File: config.mk
export PLATFORM = sky130hd
export DESIGN_NAME = btle_tx_framer_flat
export DESIGN_NICKNAME = d
export VERILOG_FILES = /design/src/rtl/btle_tx_framer_if.sv /design/src/rtl/btle_tx_framer.sv /design/src/flat_wrapper.sv
export SDC_FILE = /design/constraint.sdc
export NUM_CORES = 1
export LEC_CHECK = 0
export BUFFER_PORTS_ARGS = -buffer_cell sky130_fd_sc_hd__buf_4
export CAP_MARGIN = 20
export CORE_MARGIN = 2
export CORE_UTILIZATION = 52
export DETAILED_ROUTE_END_ITERATION = 16
export HOLD_SLACK_MARGIN = 0.02
export PLACE_DENSITY = 0.77
export SYNTH_ARGS = -nofsm -noshare
export SYNTH_HDL_FRONTEND = slang
export SYNTH_SLANG_ARGS = --single-unit
export TNS_END_PERCENT = 1
File: constraint.sdc
create_clock -name clk -period 4 [get_ports clk]
set_clock_uncertainty 0.1 [all_clocks]
set_input_delay 0.2 -clock clk [delete_from_list [all_inputs] [get_ports clk]]
set_output_delay 0.2 -clock clk [all_outputs]
set_load 0.01 [all_outputs]
File: src/rtl/btle_tx_framer_if.sv
// btle_tx_framer_if: PDU octet stream from the link layer into the transmit framer
interface btle_tx_framer_if;
    logic [7:0] octet_in;
    logic       octet_in_valid;
    logic       octet_in_ready;
    modport master (output octet_in, octet_in_valid, input octet_in_ready);
    modport slave (input octet_in, octet_in_valid, output octet_in_ready);
endinterface

File: src/rtl/btle_tx_framer.sv
// btle_tx_framer: BLE 1 Mbps framer emitting preamble, access address, whitened PDU and CRC24 in air order
module btle_tx_framer #(
    parameter int LEN_UNIQUE_BIT_SEQUENCE  = 32,
    parameter int CHANNEL_NUMBER_BIT_WIDTH = 6,
    parameter int CRC_STATE_BIT_WIDTH      = 24,
    parameter int CLK_PER_BIT              = 16
) (
    input  logic                                clk,
    input  logic                                rst,
    input  logic [LEN_UNIQUE_BIT_SEQUENCE-1:0]  unique_bit_sequence,
    input  logic [CHANNEL_NUMBER_BIT_WIDTH-1:0] channel_number,
    input  logic [CRC_STATE_BIT_WIDTH-1:0]      crc_state_init_bit,
    input  logic                                start,
    btle_tx_framer_if.slave                     octet_bus,
    output logic                                info_bit,
    output logic                                bit_valid,
    output logic                                busy,
    output logic                                tx_end,
    output logic                                underrun
);
    localparam int AW = LEN_UNIQUE_BIT_SEQUENCE;
    localparam int RW = CRC_STATE_BIT_WIDTH;
    localparam int CW = $clog2(AW);
    localparam int DW = $clog2(CLK_PER_BIT);
    localparam logic [RW-1:0] POLY = RW'(24'h00065B);

    typedef enum logic [2:0] {IDLE, PREAMBLE, ACCESS_ADDR, PDU, CRC} state_t;

    state_t state, state_nxt;
    logic [DW-1:0] div;
    logic [CW-1:0] cnt;
    logic [AW-1:0] aa;
    logic [RW-1:0] crc;
    logic [6:0] w, w_nxt;
    logic [7:0] hold, sh, acc, sent, n;
    logic full, last_bit, tick, first, data, cur_bit, take;

    always_ff @(posedge clk) state <= rst ? IDLE : state_nxt;

    always_comb begin
        busy = state != IDLE;
        tick = busy && div == '0;
        first = cnt[2:0] == 3'd0;
        data = first ? hold[0] : sh[0];
        w_nxt = {w[5], w[4], w[3] ^ w[6], w[2], w[1], w[0], w[6]};
        state_nxt = state;
        cur_bit = last_bit;
        tx_end = 1'b0;
        underrun = 1'b0;
        case (state)
            IDLE: state_nxt = start ? PREAMBLE : IDLE;
            PREAMBLE: begin
                cur_bit = aa[0] ^ cnt[0];
                if (tick && cnt == CW'(7)) state_nxt = ACCESS_ADDR;
            end
            ACCESS_ADDR: begin
                cur_bit = aa[cnt];
                if (tick && cnt == CW'(AW - 1)) state_nxt = PDU;
            end
            PDU: begin
                cur_bit = data ^ w[6];
                underrun = tick && first && !full;
                tx_end = underrun;
                if (underrun) state_nxt = IDLE;
                else if (tick && cnt[2:0] == 3'd7 && sent + 8'd1 == n) state_nxt = CRC;
            end
            CRC: begin
                cur_bit = crc[RW-1] ^ w[6];
                tx_end = tick && cnt == CW'(RW - 1);
                if (tx_end) state_nxt = IDLE;
            end
            default: state_nxt = IDLE;
        endcase
        bit_valid = tick && !underrun;
        info_bit = bit_valid ? cur_bit : last_bit;
        // the length octet (second one) unlocks the N limit; until then prefetch freely
        octet_bus.octet_in_ready = busy && !full && !tx_end && (acc < 8'd2 || acc < n);
        take = octet_bus.octet_in_valid && octet_bus.octet_in_ready;
    end

    always_ff @(posedge clk) begin
        if (rst) begin
            div <= '0;
            cnt <= '0;
            last_bit <= 1'b0;
            full <= 1'b0;
            acc <= '0;
            sent <= '0;
            n <= '0;
        end else begin
            last_bit <= info_bit;
            if (!busy) begin
                div <= '0;
                cnt <= '0;
                full <= 1'b0;
                acc <= '0;
                sent <= '0;
                n <= '0;
                if (start) begin
                    aa <= unique_bit_sequence;
                    crc <= crc_state_init_bit;
                    w <= {channel_number[0], channel_number[1], channel_number[2],
                          channel_number[3], channel_number[4], channel_number[5], 1'b1};
                end
            end else begin
                if (take) begin
                    hold <= octet_bus.octet_in;
                    full <= 1'b1;
                    acc <= acc + 8'd1;
                    if (acc == 8'd1) n <= 8'd2 + {1'b0, octet_bus.octet_in[6:0]};
                end
                div <= tick ? DW'(CLK_PER_BIT - 1) : div - DW'(1);
                if (tick) begin
                    cnt <= state_nxt != state ? '0 : cnt + CW'(1);
                    if (state == PDU && !underrun) begin
                        sh <= first ? {1'b0, hold[7:1]} : {1'b0, sh[7:1]};
                        if (first) full <= 1'b0;
                        if (cnt[2:0] == 3'd7) sent <= sent + 8'd1;
                        crc <= {crc[RW-2:0], 1'b0} ^ ((crc[RW-1] ^ data) ? POLY : '0);
                        w <= w_nxt;
                    end
                    if (state == CRC) begin
                        crc <= {crc[RW-2:0], 1'b0};
                        w <= w_nxt;
                    end
                end
            end
        end
    end
endmodule

File: src/flat_wrapper.sv
// flat-port wrapper written by rule: the top's interface ports become plain ports
module btle_tx_framer_flat 
#(
    parameter int LEN_UNIQUE_BIT_SEQUENCE  = 32,
    parameter int CHANNEL_NUMBER_BIT_WIDTH = 6,
    parameter int CRC_STATE_BIT_WIDTH      = 24,
    parameter int CLK_PER_BIT              = 16
)
  (clk, rst, unique_bit_sequence, channel_number, crc_state_init_bit, start, info_bit, bit_valid, busy, tx_end, underrun, octet_bus_octet_in, octet_bus_octet_in_valid, octet_bus_octet_in_ready);
  btle_tx_framer_if octet_bus_i ();
  input  logic clk;
  input  logic rst;
  input  logic [LEN_UNIQUE_BIT_SEQUENCE-1:0] unique_bit_sequence;
  input  logic [CHANNEL_NUMBER_BIT_WIDTH-1:0] channel_number;
  input  logic [CRC_STATE_BIT_WIDTH-1:0] crc_state_init_bit;
  input  logic start;
  output logic info_bit;
  output logic bit_valid;
  output logic busy;
  output logic tx_end;
  output logic underrun;
  input wire logic [$bits(octet_bus_i.octet_in)-1:0] octet_bus_octet_in;
  input wire logic [$bits(octet_bus_i.octet_in_valid)-1:0] octet_bus_octet_in_valid;
  output wire logic [$bits(octet_bus_i.octet_in_ready)-1:0] octet_bus_octet_in_ready;
  assign octet_bus_i.octet_in = octet_bus_octet_in;
  assign octet_bus_i.octet_in_valid = octet_bus_octet_in_valid;
  assign octet_bus_octet_in_ready = octet_bus_i.octet_in_ready;
  btle_tx_framer #(.LEN_UNIQUE_BIT_SEQUENCE(LEN_UNIQUE_BIT_SEQUENCE), .CHANNEL_NUMBER_BIT_WIDTH(CHANNEL_NUMBER_BIT_WIDTH), .CRC_STATE_BIT_WIDTH(CRC_STATE_BIT_WIDTH), .CLK_PER_BIT(CLK_PER_BIT)) u_core (.clk(clk), .rst(rst), .unique_bit_sequence(unique_bit_sequence), .channel_number(channel_number), .crc_state_init_bit(crc_state_init_bit), .start(start), .octet_bus(octet_bus_i), .info_bit(info_bit), .bit_valid(bit_valid), .busy(busy), .tx_end(tx_end), .underrun(underrun));
endmodule
==> results.txt <==
Power per Cell Area -> 412 nW/µm²
Crit path capture type -> output pin
Cells taking the most area after synthesis -> edfxtp_1 (42%), dfxtp_1 (14%), nand2_1 (6.4%)
Hold Path End -> u_core.n[2]
Syn nets -> 612
Die height -> 108 µm
Seq cells post-synth -> 116
Most common cell in the netlist -> nand2_1
Setup TNS Final -> 0 ns
Startpoint types -> flop
Clock Latency Late Sink -> 0.52 ns
Crit Path Category -> flop to output pin
Fraction of registers with async set/reset -> 0
Buf+Inv Stages, Crit Path -> 2
Routed WL per cell -> 15.4 µm
Worst reg2reg setup slack -> 0.91 ns
Clock Root Buffer -> clkbuf_8
Boundary Pins -> 80
# setup viols final -> 0
Max Fanout on Critical Path -> 12
RR Startpoint -> u_core.div[0]
CTS Hold Bufs -> 71
Critical R2R Capture -> u_core.hold[6]
Core area -> 10,400 µm²
ANT nets after route -> 0
Die W -> 108 µm
Cell with the largest stage delay on the worst path -> nor2b_1
Max Cap Violations -> 0
Post-layout min period -> 3.26 ns
Synth cell count leaders -> nand2_1 (95), edfxtp_1 (78), dfxtp_1 (38)
Max incr delay on CP -> 0.63 ns
Ant diodes -> 0
Top_reg_cell synth -> edfxtp_1
Final nets -> 761
Row cnt -> 37
Outcome -> finished, final reports clean
Gr ovfl total -> 0
Clk slew on worst S/H paths -> 0.06 ns
Cells after Synth -> 521
Cell area after synthesis -> 5600 µm²
Vias/cell -> 5.42
Dpl cells -> 716
Worst slew pin tran -> 0.997 ns
Max clock buf depth -> 2
Area leader, netlist -> edfxtp_1
Area of the multi-input gates -> 2340 µm²
DRT iter0 DRCs -> 349
HP Start -> octet_bus_octet_in_valid
Post-cts sizing count -> 0
Clk sinks -> 116
F_max -> 0.307 GHz
Setup bufs post-CTS -> 0
Total power draw -> 0.00314 W
Antenna violations before repair -> 0
R2R depth -> 7
Yosys cell types -> 57
Min-delay worst type -> primary input to flop
Slew Viols, Final -> 0
Vias in the first global route -> 4,432
Period utilization -> 0.815
First-pass GRT wire length -> 21,000 µm
Register area -> 3100 µm²
Final routed DRC violation total -> 0
Dpl hpwl -> 7580 µm
Synth-to-Final Area Change -> 35.9%
Worst endpoint required time -> 3.70 ns
Syn Area/Cell -> 10.8 µm²
H-Tree Depth -> 4
Fin. Hold Viols -> 0
Share of cells above drive strength 1 -> 0.207
Largest net degree at the start of global routing -> 43
Seq/Total Area, Yosys -> 0.554
CP delay by family, top -> simple AND/OR/NAND/NOR gates
VDD IR max -> 0.266 mV
Die area -> 11,600 µm²
I/O Buffers -> 79
Post-synth top area share -> 0.418
Leakage Power -> 2.91 nW
TritonRoute pass-1 iters -> 6
Critical-path cell list -> inv_1 > ha_1 > nor2b_1 > mux2i_1 > a21oi_1 > nand2b_1 > a31oi_1 > buf_4
Worst Hold Depth -> 6
Routability Congestion -> 0.888
TritonCTS clock tree -> built
Filler cell count in the final layout -> 661
GRT Resource Usage Total -> 0.233
Number of synthesized flops with an enable pin -> 78
Starting Density -> 0.538
Dpl cell area -> 6310 µm²
Total CTS buffers -> 17
Critical Path AT -> 2.96 ns
Post-route cell area -> 7610 µm²
Via count -> 4,430
Synth Warn # -> 0
Slew margin rel. -> 0.331
RSZ-0062 raised after global routing -> false
Finished Layout Cells -> 818
Drt total wl -> 12,600 µm
-- per-layer routing --
layer	part of all wire	global-route usage	vias up
li1	-	-	2166
met1	0.43	0.294	2078
met2	0.49	0.389	155
met3	0.056	0.0551	31
met4	0.022	0.0907	0
met5	0	0	-
-- worst max-delay path by stage --
stage,slack (ns),end,from,depth (start not counted)
after CTS,0.68,info_bit,u_core.cnt[1],8
after global placement,1.11,u_core.hold[7],u_core.cnt[1],7
after global routing,0.48,info_bit,u_core.cnt[1],8
final,0.74,info_bit,u_core.cnt[1],8
after detailed placement,1.00,u_core.hold[4],u_core.cnt[1],7
after floorplan,0.24,u_core.aa[0],u_core.state[0],4
-- layout make-up --
| type | count | area share |
|---|---|---|
| clock buffers | 17 | 0.0544 |
| clock inverters | 14 | 0.0235 |
| inverters | 17 | 0.00838 |
| multi-input cells | 362 | 0.307 |
| flip-flops and latches | 116 | 0.407 |
| well taps | 136 | 0.0223 |
| repair buffers | 156 | 0.177 |
-- through the flow --
step            util  hold slack [ns]  setup slack, ns
2_1_floorplan      -            0.199            0.237
3_3_place_gp   0.606            0.278             1.11
3_5_place_dp   0.606            0.279             1.00
4_1_cts        0.731            0.149            0.676
5_1_grt        0.731            0.210            0.482
6_report       0.731            0.178            0.742
-- power by group --
group          total (W)  internal (W)  switching (W)
logic           0.000293      0.000151       0.000142
registers        0.00134       0.00133      0.0000163
clock network    0.00150      0.000953       0.000550
total            0.00314       0.00243       0.000708
-- worst register-to-register path: cells and delay by family, from the launching register on --
kind / cells / cell delay [ns]
and+or+nand+nor: 4 / 1.56
DFF: 1 / 0.32
AOI/OAI and AO/OA: 1 / 0.53
adders and majority gates: 1 / 0.18
buffers and inverters: 1 / 0.09
-- cell families after synthesis --
| group | Yosys count | share of synthesized area |
|---|---|---|
| DFF | 116 | 0.554 |
| xor gates and xnor gates | 33 | 0.0516 |
| muxes | 18 | 0.0516 |
| and+or+nand+nor | 210 | 0.183 |
| AOI/OAI and AO/OA | 84 | 0.0911 |
| adders and majority gates | 17 | 0.0380 |
| buffers and inverters | 43 | 0.0308 |
-- registers in the layout (all words and copies together) (netlist names), 4 cells and up --
register / cells
u_core.aa: 32
u_core.acc: 8
u_core.cnt: 5
u_core.crc: 24
u_core.div: 4
u_core.hold: 8
u_core.n: 8
u_core.sent: 8
u_core.sh: 7
u_core.w: 7
-- cell usage in the layout (no fill, tap or decap), types with 4 or more instances in the layout --
master / instances
a211oi_1: 6
a21oi_1: 27
and3_1: 8
buf_4: 85
clkbuf_16: 16
clkinvlp_4: 4
dfxtp_1: 38
dlygate4sd3_1: 71
edfxtp_1: 78
ha_1: 17
inv_1: 16
mux2_2: 7
mux4_2: 8
nand2_1: 95
nand2b_1: 5
nand3_1: 15
nand3b_1: 4
nor2_1: 32
nor2b_1: 5
nor3_1: 13
o21ai_0: 27
o31ai_1: 4
or3_1: 6
xnor2_1: 20
xor2_1: 13
Power figures use the tool's default switching activity.
